[config.mk]
export PLATFORM = sky130hd
export DESIGN_NAME = btn_event_arbiter
export DESIGN_NICKNAME = d
export VERILOG_FILES = /design/src/rtl/btn_event_arbiter.sv
export SDC_FILE = /design/constraint.sdc
export NUM_CORES = 1
export LEC_CHECK = 0
export CORE_ASPECT_RATIO = 0.9
export CORE_MARGIN = 8
export CORE_UTILIZATION = 55
export DETAILED_ROUTE_END_ITERATION = 10
export PLACE_DENSITY = 0.85
export SLEW_MARGIN = 30
export SYNTH_ARGS = -nofsm -noshare
export SYNTH_HDL_FRONTEND = slang
export SYNTH_SLANG_ARGS = --single-unit
[constraint.sdc]
create_clock -name clk -period 6.85 [get_ports clk]
set_input_delay 1.0275 -clock clk [delete_from_list [all_inputs] [get_ports clk]]
set_output_delay 1.0275 -clock clk [all_outputs]
set_load 0.1 [all_outputs]
[src/rtl/btn_event_arbiter.sv]
// btn_event_arbiter: round-robin arbiter that queues button press events into a valid/ready FIFO.
// Optional DROP_CNT_EN adds a saturating counter of coalesced presses on port drop_cnt.
module btn_event_arbiter #(
   parameter int N_BTN      = 4,
   parameter int FIFO_DEPTH = 4
) (
   input  logic                          clk,
   input  logic                          rst,
   input  logic [N_BTN-1:0]              btn_pulse,
   output logic                          evt_valid,
   input  logic                          evt_ready,
   output logic [$clog2(N_BTN)-1:0]      evt_idx,
   output logic [N_BTN-1:0]              pending,
   output logic [$clog2(FIFO_DEPTH):0]   fifo_count
`ifdef DROP_CNT_EN
   ,
   output logic [7:0]                    drop_cnt
`endif
);
   localparam int IDX_W = $clog2(N_BTN);
   localparam int TW    = IDX_W + 1;
   localparam int PW    = $clog2(FIFO_DEPTH);
   localparam int CW    = PW + 1;
   logic [IDX_W-1:0] rr_ptr, gnt_idx;
   logic [IDX_W-1:0] mem [FIFO_DEPTH];
   logic [PW-1:0]    wr_ptr, rd_ptr;
   logic [N_BTN-1:0] grant;
   logic             found, gnt_any, pop, can_push;
   assign evt_valid = fifo_count != '0;
   assign evt_idx   = evt_valid ? mem[rd_ptr] : '0;
   assign pop       = evt_valid && evt_ready;
   assign can_push  = (fifo_count < CW'(FIFO_DEPTH)) || pop;
   // Scan pending from rr_ptr upward, wrapping at N_BTN-1; first set bit wins.
   always_comb begin
      logic [TW-1:0] t;
      t = '0;
      found = 1'b0;
      gnt_idx = '0;
      for (int j = 0; j < N_BTN; j++) begin
         t = {1'b0, rr_ptr} + TW'(j);
         if (t >= TW'(N_BTN)) t = t - TW'(N_BTN);
         if (!found && pending[t[IDX_W-1:0]]) begin
            found = 1'b1;
            gnt_idx = t[IDX_W-1:0];
         end
      end
      gnt_any = found && can_push;
      grant = gnt_any ? N_BTN'(1) << gnt_idx : '0;
   end
   always_ff @(posedge clk) begin
      if (rst) begin
         pending    <= '0;
         rr_ptr     <= '0;
         wr_ptr     <= '0;
         rd_ptr     <= '0;
         fifo_count <= '0;
      end else begin
         pending <= (pending & ~grant) | btn_pulse;
         if (gnt_any) begin
            mem[wr_ptr] <= gnt_idx;
            wr_ptr      <= wr_ptr + 1'b1;
            rr_ptr      <= (gnt_idx == IDX_W'(N_BTN-1)) ? '0 : gnt_idx + 1'b1;
         end
         if (pop) rd_ptr <= rd_ptr + 1'b1;
         fifo_count <= fifo_count + CW'(gnt_any) - CW'(pop);
      end
   end
`ifdef DROP_CNT_EN
   always_ff @(posedge clk) begin
      if (rst) drop_cnt <= '0;
      else if (|(btn_pulse & pending & ~grant) && drop_cnt != 8'hff) drop_cnt <= drop_cnt + 8'd1;
   end
`endif
endmodule
## Word-level counts from Yosys, hierarchy flattened

Memory sizes are Yosys's and may differ from the RTL's. A register that Yosys moved wholly into a read port is not among the register bits.
Index checks and enable logic that the tools add are counted.

- $add $sub $neg: 12
- Magnitude comparators: 9
- Equality and inequality tests: 1
- Shift-type cells: 1
- Muxes and demuxes: 28
- Bitwise gates (word level): 3
- Reduce and logical (&&, ||, !) cells: 10

Operators by type and width:

| operator | count |
|---|---|
| $mux W2 | 12 |
| $lt A2 B3 Y1 const B | 4 |
| $mux W1 | 11 |
| $ge A3 B3 Y1 const B | 3 |
| $bmux W1 S2 | 4 |
| $sub A2 B1 Y2 const B | 4 |
| $add A2 B1 Y2 const B | 3 |
| $add A2 B2 Y3 const B | 2 |
| $logic_and A1 B1 Y1 | 5 |
| $and A4 B4 Y4 | 1 |
| $mux W4 | 1 |
| $not A4 Y4 | 1 |
| $or A4 B4 Y4 | 1 |
| $shl A1 B2 Y4 const A | 1 |
| $add A2 B1 Y3 const B | 1 |
| $add A3 B1 Y3 | 1 |
| $ge A2 B3 Y1 const B | 1 |
| $logic_not A1 Y1 | 3 |
| $lt A3 B3 Y1 const B | 1 |
| $reduce_bool A3 Y1 | 1 |
| $sub A3 B1 Y3 | 1 |
| $eq A2 B2 Y1 const B | 1 |
| $logic_or A1 B1 Y1 | 1 |

- Flip-flop bits (word level): 13
- RAM bits: 8
- Input bits: 7
- Output and inout port bits: 10
- Word-level logic and storage cells: 70
- Memories: 1

Memories:

| name | words | width | read ports | clocked after memory_dff | wr ports | line | text |
|---|---|---|---|---|---|---|---|
| mem | 4 | 2 | 1 | 1 | 1 | 25 | `logic [IDX_W-1:0] mem [FIFO_DEPTH];` |

## Longest topological paths before layout

- Word-level depth: 19
- Mapped depth: 9
- Gate-level depth less buffers: 9

## Least setup slack after synthesis

No wires, ideal clock.

- Path kind: register to output
- Start point: register fifo_count[2]
- End point: output evt_idx[0]
- Data arrival time: 2.735 ns
- Data required time: 5.822 ns
- Setup slack: 3.088 ns
- Cell stages (with the launch flop): 3
- Path buffers: 0
- Cell sequence: dfxtp_1 or3_1 and2_1

- Word-level cells in the longest chain between the ends: 2

RTL lines:

| item | line | text |
|---|---|---|
| start, declared | 14 | `output logic [$clog2(FIFO_DEPTH):0] fifo_count` |
| start signal, assigned | 65 | `fifo_count <= fifo_count + CW'(gnt_any) - CW'(pop);` |
| $reduce_bool A3 Y1 | 29 | `assign evt_valid = fifo_count != '0;` |
| named net evt_valid | 10 | `output logic evt_valid,` |
| $mux W2 | 30 | `assign evt_idx = evt_valid ? mem[rd_ptr] : '0;` |
| end, declared | 12 | `output logic [$clog2(N_BTN)-1:0] evt_idx,` |

The timed path passes the listed nets, and every way through them passes these cells.

==> reports/qor.txt <==
Top post-synthesis cells by area = dfxtp_1 28%, edfxtp_1 22%, ha_1 12%, nor2_1 4.8%, mux4_2 4.1%
Place WS = 3553 ps
P&R area growth vs syn = 19.70%
Ant. Diodes = 0
Gr ovfl total = 0
R2R cell count = 9
CTS tree = built
# Post-CTS Setup Buffers = 0
Layout cells sized above 1 = 0.06897
Syn Inst Count = 97
Wl on met1 = 869 um
Final Hold Viols = 0
Setup WS post-layout = 3438 ps
Crit-path max cell delay = 960 ps
TritonCTS Buffers = 3
Worst-Margin Slew = 980.7 ps
Sequential cell area = 540.5 um2
CTS H-tree depth = 1
Clock sink total = 23
Vias = 711
DRT iter0 DRCs = 37
DP Area = 1272 um2
Tmin final = 3412 ps
Hold crit path type = reg2reg
Run status = completed
Syn Nets = 115
CP Buf/Inv Count = 1
Final net count = 135
Initial antenna violation count = 0
Starting Density = 0.5729
Worst-path clk slew = 110 ps
Multi-input gate area = 510.5 um2
Ys Warns = 0
Final Max Tran Viols = 0
# setup viols final = 0
Routed length on met2 = 919 um
PortBufs = 16
First-pass GRT wire length = 3.167 mm
Fin Setup TNS = 0 ps
Drt via density = 5.043
CP max FO = 2
CP Capture Type = output port
Synth top cells by count = 15 x dfxtp_1, 14 x nor2_1, 10 x ha_1
Worst Hold Endpoint = rr_ptr[0]$_SDFFE_PP0P_
DRT Pass-1 Iters = 4
FFs w/ async S/R, synth = 0
DRT antenna net count = 0
Startpoint types = flip-flop
VDD IR-drop max = 0.0002615 V
RR Endpoint = fifo_count[2]$_SDFF_PP0_
Post-CTS Hold Buffers = 0
Root Buffer = clkbuf_4
Synth unique cells = 24
IO Count = 17
Worst reg-to-reg setup slack = 4430 ps
P_int = 0.0002912 W
Unrepaired setup endpoints after global routing = false
DRC = 0
Slowest stage cell, crit path = clkdlybuf4s50_1
Share of the synthesized area in the top cell type = 0.2765
Max-cap violations = 0
Fin crit share = 0.4981
Pwr/cell area = 432.3 nW/um2
Hold depth = 2
WL met3 = 118 um
Fmax = 0.2931 GHz
Gr usage total = 0.1119
Final wirelength = 1.924 mm
Row cnt = 15
CTS resizes = 0
Final HPWL DP = 1.574 mm
Post-synth EDFFs = 8
Switching portion of total power = 0.4818
CP Cell Sequence = mux4_2 > and2_1 > clkdlybuf4s50_1
Sequential Power Share = 0.360
Yosys reg bits = 23
Top FF cell, synth = dfxtp_1
Crit path max-delay family = buffers and inverters
Comb pwr share = 0.534
Clock Path Buffers = 2
WS Path Type = reg2out
Die X = 62.84 um
Routability cong. = 0.8570
Clk_skew = 0.5997 ps
Hold_sp = rr_ptr[0]$_SDFFE_PP0P_
Static leakage = 0.5183 nW
Synthesized area = 1086 um2
Final design instance area without fill = 1300 um2
Die area = 3654 um2
Die Ht = 58.16 um
Core area = 1896 um2
Vias in the first global route = 719
Arrival time worst endpoint = 2380 ps
Syn avg cell area = 11.20 um2
R2r startpoint = fifo_count[2]$_SDFF_PP0_
Clock share of power = 0.106
Rel. slew slack = 0.3442
Power Total = 0.0005619 W
Cell taking the most area after synthesis = dfxtp_1
Clk_lat worst skew = 300 ps
P_sw = 0.0002708 W
Detailed-route wire length per cell = 13.65 um
Most common cell in the netlist = dfxtp_1
Top Layer Used = met4
CP Data Required Time = 5820 ps
Layout filler cell count = 137
Largest net degree at the start of global routing = 16
Sequential-to-total area share from yosys stat = 0.4977
-- layout by cell type, fill, tap and decap left out, drive strengths merged --
cell type,count
nor2b,2
clkdlybuf4s50,16
nand3,1
o22a,1
edfxtp,8
a21oi,7
nand2b,2
clkinv,1
nand2,5
mux2i,3
ha,10
a221oi,1
and2,7
nor2,14
o21a,1
mux4,2
xnor2,4
xor2,1
clkbuf,3
or3,1
nor3,1
dfxtp,15
o41ai,1
inv,8
fa,1
-- power groups by stage --
stage	logic (W)	registers [W]	clock network (W)
after floorplan	0.000181	0.000257	0
after global placement	0.000295	0.000203	0
after detailed placement	0.000302	0.000206	0
after CTS	0.000302	0.000203	0.0000618
after global routing	0.000322	0.000207	0.0000667
final	0.000300	0.000202	0.0000597
-- worst reg2reg max path: cells and delay by family, from the launching register on --
family,cells,cell delay (ps)
and+or+nand+nor,3,740
DFF,1,370
buffers and inverters,1,40
adders and majority gates,3,840
xor gates and xnor gates,2,320
-- registers in the layout, summed over array words and instances (netlist names), named ones only --
signal and cells:
rd_ptr 2, mem 8, rr_ptr 2, pending 4, wr_ptr 2, fifo_count 3
-- routing by layer --
layer  GRT usage  up-vias
met5           0        -
met4     0.03896        0
met3     0.05385        2
met2      0.1858       20
met1      0.1233      326
li1            -      363
-- per-stage QoR --
stage | instances | hold WS, ps | utilization
after floorplan | 97 | 478.5 | -
after global placement | 137 | 497.8 | 0.6713
after detailed placement | 137 | 517.2 | 0.6713
after CTS | 141 | 534.2 | 0.6858
after global routing | 141 | 571.0 | 0.6858
final | 141 | 537.3 | 0.6858
-- worst max path at each step --
stage | cells after the start | from | endpoint | slack (ps)
finish | 3 | flip-flop | evt_idx[1] | 3440
global route | 3 | flip-flop | evt_idx[1] | 3360
CTS | 3 | flip-flop | evt_idx[1] | 3410
detailed placement | 10 | evt_ready | fifo_count[2]$_SDFF_PP0_ | 3550
global placement | 10 | evt_ready | fifo_count[2]$_SDFF_PP0_ | 3630
floorplan | 2 | fifo_count[2]$_SDFF_PP0_ | evt_idx[0] | 3090
-- logic make-up (layout without fill, tap and decap cells) --
logic type                 Yosys count  after routing  share of synthesized area
and+or+nand+nor                     33             33                     0.1463
muxes                                5              5                    0.06912
xor gates and xnor gates             5              5                    0.04032
AOI/OAI and AO/OA                   11             11                    0.08065
adders and majority gates           11             11                     0.1336
buffers and inverters                9             28                    0.03225
DFF                                 23             23                     0.4977
-- cell type report --
type | count | area share
clock buffer | 3 | 0.01732
multi-input combinational | 65 | 0.3927
inverter | 8 | 0.02310
tap | 25 | 0.02406
timing repair buffer | 16 | 0.1232
sequential | 23 | 0.4158
clock inverter | 1 | 0.003850
No activity file was read; power rests on OpenSTA's default activity.
